===== config.mk =====
export PLATFORM = sky130hd
export DESIGN_NAME = mdr_mem_port_flat
export DESIGN_NICKNAME = d
export VERILOG_FILES = /design/src/rtl/mdr_pkg.sv /design/src/rtl/mdr_mem_port_if.sv /design/src/rtl/mdr_mem_port_reg_n.sv /design/src/rtl/mdr_mem_port.sv /design/src/flat_wrapper.sv
export SDC_FILE = /design/constraint.sdc
export NUM_CORES = 1
export LEC_CHECK = 0
export BUFFER_PORTS_ARGS = -buffer_cell sky130_fd_sc_hd__buf_2
export CORE_ASPECT_RATIO = 0.6
export CORE_MARGIN = 3
export CORE_UTILIZATION = 49
export CTS_CLUSTER_SIZE = 24
export DETAILED_ROUTE_END_ITERATION = 8
export PLACE_DENSITY = 0.91
export SETUP_SLACK_MARGIN = 0.5
export SLEW_MARGIN = 20
export SYNTH_ARGS = -nofsm -noshare
export SYNTH_HDL_FRONTEND = slang
export SYNTH_SLANG_ARGS = --single-unit

===== constraint.sdc =====
create_clock -name Clk -period 4.52 [get_ports Clk]
set_input_delay 0.452 -clock Clk [delete_from_list [all_inputs] [get_ports Clk]]
set_output_delay 0.452 -clock Clk [all_outputs]
set_load 0.02 [all_outputs]

===== src/rtl/mdr_pkg.sv =====
// Shared types and constants for the MAR/MDR memory port.
// Parity support is enabled by defining MDR_PARITY_EN.
package mdr_pkg;

  localparam int WAIT_CNT_W = 4;
  localparam int DATA_W_DEF = 16;
  localparam int ADDR_W_DEF = 16;
  localparam int WAIT_DEF   = 1;

  typedef enum logic [2:0] {
    IDLE,
    RD_WAIT,
    RD_CAP,
    WR_WAIT,
    WR_END
  } mdr_state_t;

endpackage


===== src/rtl/mdr_mem_port_if.sv =====
// SRAM-style memory bus between the port (master) and memory (slave).
// MDR_PARITY_EN adds the read parity input and write parity output.
interface mdr_mem_port_if
  import mdr_pkg::*;
#(
  parameter int ADDR_W = ADDR_W_DEF,
  parameter int DATA_W = DATA_W_DEF
);

  logic [ADDR_W-1:0] mem_addr;
  logic [DATA_W-1:0] mem_wdata;
  logic [DATA_W-1:0] mem_rdata;
  logic              mem_ce_n;
  logic              mem_oe_n;
  logic              mem_we_n;
`ifdef MDR_PARITY_EN
  logic              mem_rpar;
  logic              mem_wpar;

  modport master (
    output mem_addr, mem_wdata,
    output mem_ce_n, mem_oe_n, mem_we_n,
    output mem_wpar,
    input  mem_rdata, mem_rpar
  );

  modport slave (
    input  mem_addr, mem_wdata,
    input  mem_ce_n, mem_oe_n, mem_we_n,
    input  mem_wpar,
    output mem_rdata, mem_rpar
  );
`else
  modport master (
    output mem_addr, mem_wdata,
    output mem_ce_n, mem_oe_n, mem_we_n,
    input  mem_rdata
  );

  modport slave (
    input  mem_addr, mem_wdata,
    input  mem_ce_n, mem_oe_n, mem_we_n,
    output mem_rdata
  );
`endif

endinterface


===== src/rtl/mdr_mem_port_reg_n.sv =====
// Parametrised-width load register, synchronous active-low reset.
// Used for MAR and MDR (MDR widened by one when MDR_PARITY_EN is set).
module reg_n #(
  parameter int W = 16
) (
  input  logic         clk,
  input  logic         rst_n,
  input  logic         ld,
  input  logic [W-1:0] d,
  output logic [W-1:0] q
);

  // hold unless loaded; reset clears
  always_ff @(posedge clk) begin
    if (!rst_n)  q <= '0;
    else if (ld) q <= d;
  end

endmodule


===== src/rtl/mdr_mem_port.sv =====
// MAR/MDR memory port: sequences SRAM reads and writes with wait states.
// Define MDR_PARITY_EN for read parity checking and write parity output.
module mdr_mem_port
  import mdr_pkg::*;
#(
  parameter int DATA_W      = DATA_W_DEF,
  parameter int ADDR_W      = ADDR_W_DEF,
  parameter int WAIT_CYCLES = WAIT_DEF
) (
  input  logic              Clk,
  input  logic              Reset,
  input  logic [DATA_W-1:0] bus,
  input  logic              LD_MAR,
  input  logic              LD_MDR,
  input  logic              MIO_EN,
  input  logic              start_rd,
  input  logic              start_wr,
  mdr_mem_port_if.master    mem,
  output logic [ADDR_W-1:0] MAR_out,
  output logic [DATA_W-1:0] MDR_out,
  output logic              busy,
  output logic              done,
`ifdef MDR_PARITY_EN
  output logic              par_err,
`endif
  output logic              err
);

  if (WAIT_CYCLES < 0 || WAIT_CYCLES > (2**WAIT_CNT_W) - 1) begin : g_bad_wait
    $error("WAIT_CYCLES out of range 0..15");
  end

  localparam logic [WAIT_CNT_W-1:0] WAIT_INIT = WAIT_CNT_W'(WAIT_CYCLES);

`ifdef MDR_PARITY_EN
  localparam int MDR_W = DATA_W + 1;
`else
  localparam int MDR_W = DATA_W;
`endif

  mdr_state_t            state, state_nxt;
  logic [WAIT_CNT_W-1:0] cnt, cnt_nxt;
  logic                  err_nxt;
  logic                  ce_q, oe_q, we_q;
  logic                  busy_q, done_q, err_q;

  logic                  idle;
  logic                  mar_ld, mdr_ld;
  logic [ADDR_W-1:0]     mar_q;
  logic [DATA_W-1:0]     mdr_src;
  logic [MDR_W-1:0]      mdr_d, mdr_q;

  assign idle   = (state == IDLE);
  assign mar_ld = idle & LD_MAR;
  assign mdr_ld = (idle & LD_MDR) | (state == RD_CAP);
  assign mdr_src = ((state == RD_CAP) || MIO_EN) ? mem.mem_rdata : bus;

`ifdef MDR_PARITY_EN
  // stored bit is the even-parity bit of whatever data was loaded
  assign mdr_d        = {^mdr_src, mdr_src};
  assign mem.mem_wpar = mdr_q[DATA_W];
  assign par_err      = (state == RD_CAP) &
                        (^{mem.mem_rdata, mem.mem_rpar});
`else
  assign mdr_d = mdr_src;
`endif

  reg_n #(.W(ADDR_W)) u_mar (
    .clk   (Clk),
    .rst_n (Reset),
    .ld    (mar_ld),
    .d     (bus[ADDR_W-1:0]),
    .q     (mar_q)
  );

  reg_n #(.W(MDR_W)) u_mdr (
    .clk   (Clk),
    .rst_n (Reset),
    .ld    (mdr_ld),
    .d     (mdr_d),
    .q     (mdr_q)
  );

  // next state, wait counter and illegal-request detection
  always_comb begin
    state_nxt = state;
    cnt_nxt   = cnt;
    err_nxt   = 1'b0;
    unique case (state)
      IDLE: begin
        if (start_rd && start_wr) begin
          err_nxt = 1'b1;
        end else if (start_rd) begin
          state_nxt = RD_WAIT;
          cnt_nxt   = WAIT_INIT;
        end else if (start_wr) begin
          state_nxt = WR_WAIT;
          cnt_nxt   = WAIT_INIT;
        end
      end
      RD_WAIT: begin
        if (cnt == '0) state_nxt = RD_CAP;
        else           cnt_nxt   = cnt - 1'b1;
      end
      RD_CAP: state_nxt = IDLE;
      WR_WAIT: begin
        if (cnt == '0) state_nxt = WR_END;
        else           cnt_nxt   = cnt - 1'b1;
      end
      WR_END: state_nxt = IDLE;
      default: state_nxt = IDLE;
    endcase
    if (!idle && (start_rd || start_wr)) err_nxt = 1'b1;
  end

  // state and registered strobes/status decoded from the next state
  always_ff @(posedge Clk) begin
    if (!Reset) begin
      state  <= IDLE;
      cnt    <= '0;
      ce_q   <= 1'b1;
      oe_q   <= 1'b1;
      we_q   <= 1'b1;
      busy_q <= 1'b0;
      done_q <= 1'b0;
      err_q  <= 1'b0;
    end else begin
      state  <= state_nxt;
      cnt    <= cnt_nxt;
      ce_q   <= (state_nxt == IDLE);
      oe_q   <= !(state_nxt == RD_WAIT || state_nxt == RD_CAP);
      we_q   <= !(state_nxt == WR_WAIT);
      busy_q <= (state_nxt != IDLE);
      done_q <= (state_nxt == RD_CAP || state_nxt == WR_END);
      err_q  <= err_nxt;
    end
  end

  assign mem.mem_addr  = mar_q;
  assign mem.mem_wdata = mdr_q[DATA_W-1:0];
  assign mem.mem_ce_n  = ce_q;
  assign mem.mem_oe_n  = oe_q;
  assign mem.mem_we_n  = we_q;
  assign MAR_out       = mar_q;
  assign MDR_out       = mdr_q[DATA_W-1:0];
  assign busy          = busy_q;
  assign done          = done_q;
  assign err           = err_q;

endmodule


===== src/flat_wrapper.sv =====
// flat-port wrapper written by rule: the top's interface ports become plain ports
module mdr_mem_port_flat import mdr_pkg::*;
#(
  parameter int DATA_W      = DATA_W_DEF,
  parameter int ADDR_W      = ADDR_W_DEF,
  parameter int WAIT_CYCLES = WAIT_DEF
)
  (Clk, Reset, bus, LD_MAR, LD_MDR, MIO_EN, start_rd, start_wr, MAR_out, MDR_out, busy, done, err, mem_mem_addr, mem_mem_wdata, mem_mem_ce_n, mem_mem_oe_n, mem_mem_we_n, mem_mem_rdata);
  mdr_mem_port_if #(.ADDR_W(ADDR_W), .DATA_W(DATA_W)) mem_i ();
  input  logic Clk;
  input  logic Reset;
  input  logic [DATA_W-1:0] bus;
  input  logic LD_MAR;
  input  logic LD_MDR;
  input  logic MIO_EN;
  input  logic start_rd;
  input  logic start_wr;
  output logic [ADDR_W-1:0] MAR_out;
  output logic [DATA_W-1:0] MDR_out;
  output logic busy;
  output logic done;
  output logic err;
  output wire logic [$bits(mem_i.mem_addr)-1:0] mem_mem_addr;
  output wire logic [$bits(mem_i.mem_wdata)-1:0] mem_mem_wdata;
  output wire logic [$bits(mem_i.mem_ce_n)-1:0] mem_mem_ce_n;
  output wire logic [$bits(mem_i.mem_oe_n)-1:0] mem_mem_oe_n;
  output wire logic [$bits(mem_i.mem_we_n)-1:0] mem_mem_we_n;
  input wire logic [$bits(mem_i.mem_rdata)-1:0] mem_mem_rdata;
  assign mem_mem_addr = mem_i.mem_addr;
  assign mem_mem_wdata = mem_i.mem_wdata;
  assign mem_mem_ce_n = mem_i.mem_ce_n;
  assign mem_mem_oe_n = mem_i.mem_oe_n;
  assign mem_mem_we_n = mem_i.mem_we_n;
  assign mem_i.mem_rdata = mem_mem_rdata;
  mdr_mem_port #(.DATA_W(DATA_W), .ADDR_W(ADDR_W), .WAIT_CYCLES(WAIT_CYCLES)) u_core (.Clk(Clk), .Reset(Reset), .bus(bus), .LD_MAR(LD_MAR), .LD_MDR(LD_MDR), .MIO_EN(MIO_EN), .start_rd(start_rd), .start_wr(start_wr), .mem(mem_i), .MAR_out(MAR_out), .MDR_out(MDR_out), .busy(busy), .done(done), .err(err));
endmodule

==> metrics.md <==
| Metric | Value |
|---|---|
| Outcome | complete, no violations |
| Max-cap violation count | 0 |
| Width of the die | 93.4 um |
| Clock period minus worst slack | about 2.0 ns |
| Overflow after GRT | 0 |
| Synthesized flop and latch total | 45 |
| Endpoints failing setup | 0 |
| Worst Hold Launch | bus[3] |
| Syn Nets | 300 |
| Hold Path Class | in2reg |
| Setup TNS | 0 ns |
| Netlist Area Pre-Place | 2240 um^2 |
| Setup Skew | 0.00830 ns |
| Routed Antenna Nets | 0 |
| Reg-to-Reg End | u_core.u_mdr.q[6] |
| RSZ-0062 raised after global routing | no |
| Measured slew at the worst slew-check pin | 1.02 ns |
| Io pins | 109 |
| Clk sinks | 45 |
| Pwr Total | 1.22 mW |
| Slew HR | a little under a third |
| Via count | 2074 |
| Clk pin slew, worst setup/hold paths | roughly 0.09 ns |
| Max clock buf depth | 2 |
| Post-synth top area cell | dfxtp_1 |
| Critical path type | reg2reg |
| Max H-tree Level | 2 |
| Cts bufs inserted | 5 |
| Post-cts resize count | 0 |
| Crit. End Element | flip-flop |
| Drt initial violations | just over 200 |
| Final instance area | 2650 um^2 |
| Power Density | 462 nW/um^2 |
| Final wirelength | 6110 um |
| CTS tree | yes |
| Final Max Tran Viols | 0 |
| Worst reg2reg setup slack | 2.54 ns |
| Post-synth EDFFs | 0 |
| Hold path endpoint | u_core.u_mar.q[3] |
| Die Y-Extent | 58.4 um |
| Share of layout cells above drive strength 1 | between 40% and 50% |
| Final RePlAce weighted congestion | 0.847 |
| R2R Path Start | u_core.state[1] |
| Share of the synthesized area in the top cell type | 40.2% |
| Worst path required time | 4.73 ns |
| Quantity of hold-fixing buffers added after cts | 0 |
| Global-route wire length before repair | 8970 um |
| Reg2Reg Depth | 3 |
| Critical path origin | u_core.state[1] |
| Area grow syn2layout | 18.0% |
| Post-synthesis async set-or-reset flop share | 0% |
| Fin. Hold Viols | 0 |
| Top cells by area, synth | dfxtp_1, buf_4, a21oi_1, a311oi_2, nand2_1 |
| Die area | 5450 um^2 |
| Initial Util | 52.7% |
| Most frequent cells in the layout | buf_2, dfxtp_1, nand2_1 |
| Buffers on Ports | 108 |
| Rows | 18 |
| ANT cells | 0 |
| Yosys cell types | 40 |
| Core area | 4260 um^2 |
| Final layout net count | 364 |
| Largest net degree at the start of global routing | 21 |
| DRC viols | 0 |
| Placed wire-length estimate | 4600 um |
| Setup ws final | around 2.5 ns |
| Wire per inst | 15.9 um |
| Total track usage | 21.2% |
| Final Cycle Share | between 40% and 50% |
| CTS root buf | clkbuf_8 |
| Fillers | 380 |
| Vias in the first global route | 1768 |
| Dpl ws | roughly 2.4 ns |
| Max Fanout on Critical Path | 16 |
| Worst skew pair latency | 0.30 ns |
| Top FF cell, synth | dfxtp_1 |
| Gate Count Post-Synth | 259 |
| Worst setup SP type | flip-flop |
| Most common cell after layout, fill and taps aside | buf_2 |
| Worst vdd ir | ~220 uV |
| Placed Instance Area | about 2500 um^2 |
| Fmax | 506 MHz |
| Post-CTS setup buffer count | 0 |
| Hold Path Cell Cnt | 3 |
| Initial antenna violation count | 0 |
| Arrival time worst endpoint | approximately 2.2 ns |
| Ys Warns | 0 |
| Drt first pass iters | 4 |
| DR vias/cell | about 5.4 |
| Share of the yosys chip area belonging to registers | 40.2% |
| Leakage power | between 1 and 1.5 nW |
| Mean area per synthesized cell | 8.66 um^2 |
## synthesized netlist by cell type, types with 2 or more instances
cell and number:
dfxtp_1 45, nand2_1 36, a21oi_1 35, buf_4 32, o21ai_0 20, nand3_1 16
a311oi_2 10, clkbuf_1 8, buf_2 7, a311oi_1 6, inv_1 5, buf_6 4
nor2_1 3, and2_1 2, ha_1 2, o21a_1 2, or3_1 2, or4b_1 2
## cells by family (layout without fill, tap and decap cells)
logic type / Yosys count / count (layout) / share of synthesized area, %
and+or+nand+nor: 73 / 73 / 17.0
adders and majority gates: 3 / 3 / 1.56
AOI/OAI and AO/OA: 78 / 78 / 23.8
buffers and inverters: 58 / 123 / 16.8
DFF: 45 / 45 / 40.2
xor gates and xnor gates: 2 / 2 / 0.781
## worst max-delay path: stages (launching register included)
cell,delay [ns]
dfxtp_1,0.57
nor3b_2,0.78
o21ai_0,0.25
a311oi_2,0.29
## where the power goes
group          internal (mW)  leakage, nW  switching, mW
clock                  0.220       0.0681          0.136
combinational          0.130        0.791          0.253
sequential             0.444        0.371         0.0389
total                  0.794         1.23          0.428
## state kept, by name (all words and copies together) (netlist names), 3 cells and up
signal,flops
u_core.u_mar.q,16
u_core.cnt,4
u_core.state,3
u_core.u_mdr.q,16
## metal layers
layer / wire, um / GRT usage (%) / vias to the layer above / part of all wire [%]
li1: - / - / 1005 / -
met1: 2730 / 30.1 / 957 / 45
met2: 2730 / 32.2 / 102 / 45
met3: 549 / 4.34 / 10 / 9.0
met4: 97 / 7.72 / 0 / 1.6
met5: 0 / 0 / - / 0
## worst max path at each step
stage	end	slack, ns	cells past startpoint
after floorplan	u_core.cnt[3]	2.89	6
after global placement	u_core.mem.mem_oe_n	2.47	4
after detailed placement	u_core.mem.mem_oe_n	2.45	4
after CTS	u_core.u_mdr.q[12]	2.59	3
after global routing	u_core.u_mdr.q[12]	2.41	3
final	u_core.u_mdr.q[6]	2.54	3
## layout make-up
type	count	area (um^2)	share of cell area, %
sequential	45	901	34.0
timing repair buffer	109	548	20.7
tap	60	75.1	2.84
inverter	6	22.5	0.851
clock buffer	5	68.8	2.60
multi-input combinational	156	966	36.5
clock inverter	3	65.1	2.46
## stage by stage
stage | hold WS [ns] | util, % | instances
global route | 0.409 | 62.2 | 384
floorplan | 0.453 | - | 259
CTS | 0.400 | 62.2 | 384
detailed placement | 0.462 | 59.0 | 376
global placement | 0.453 | 59.0 | 376
finish | 0.410 | 62.2 | 384
Note: power is estimated with default switching activity, not from simulation.
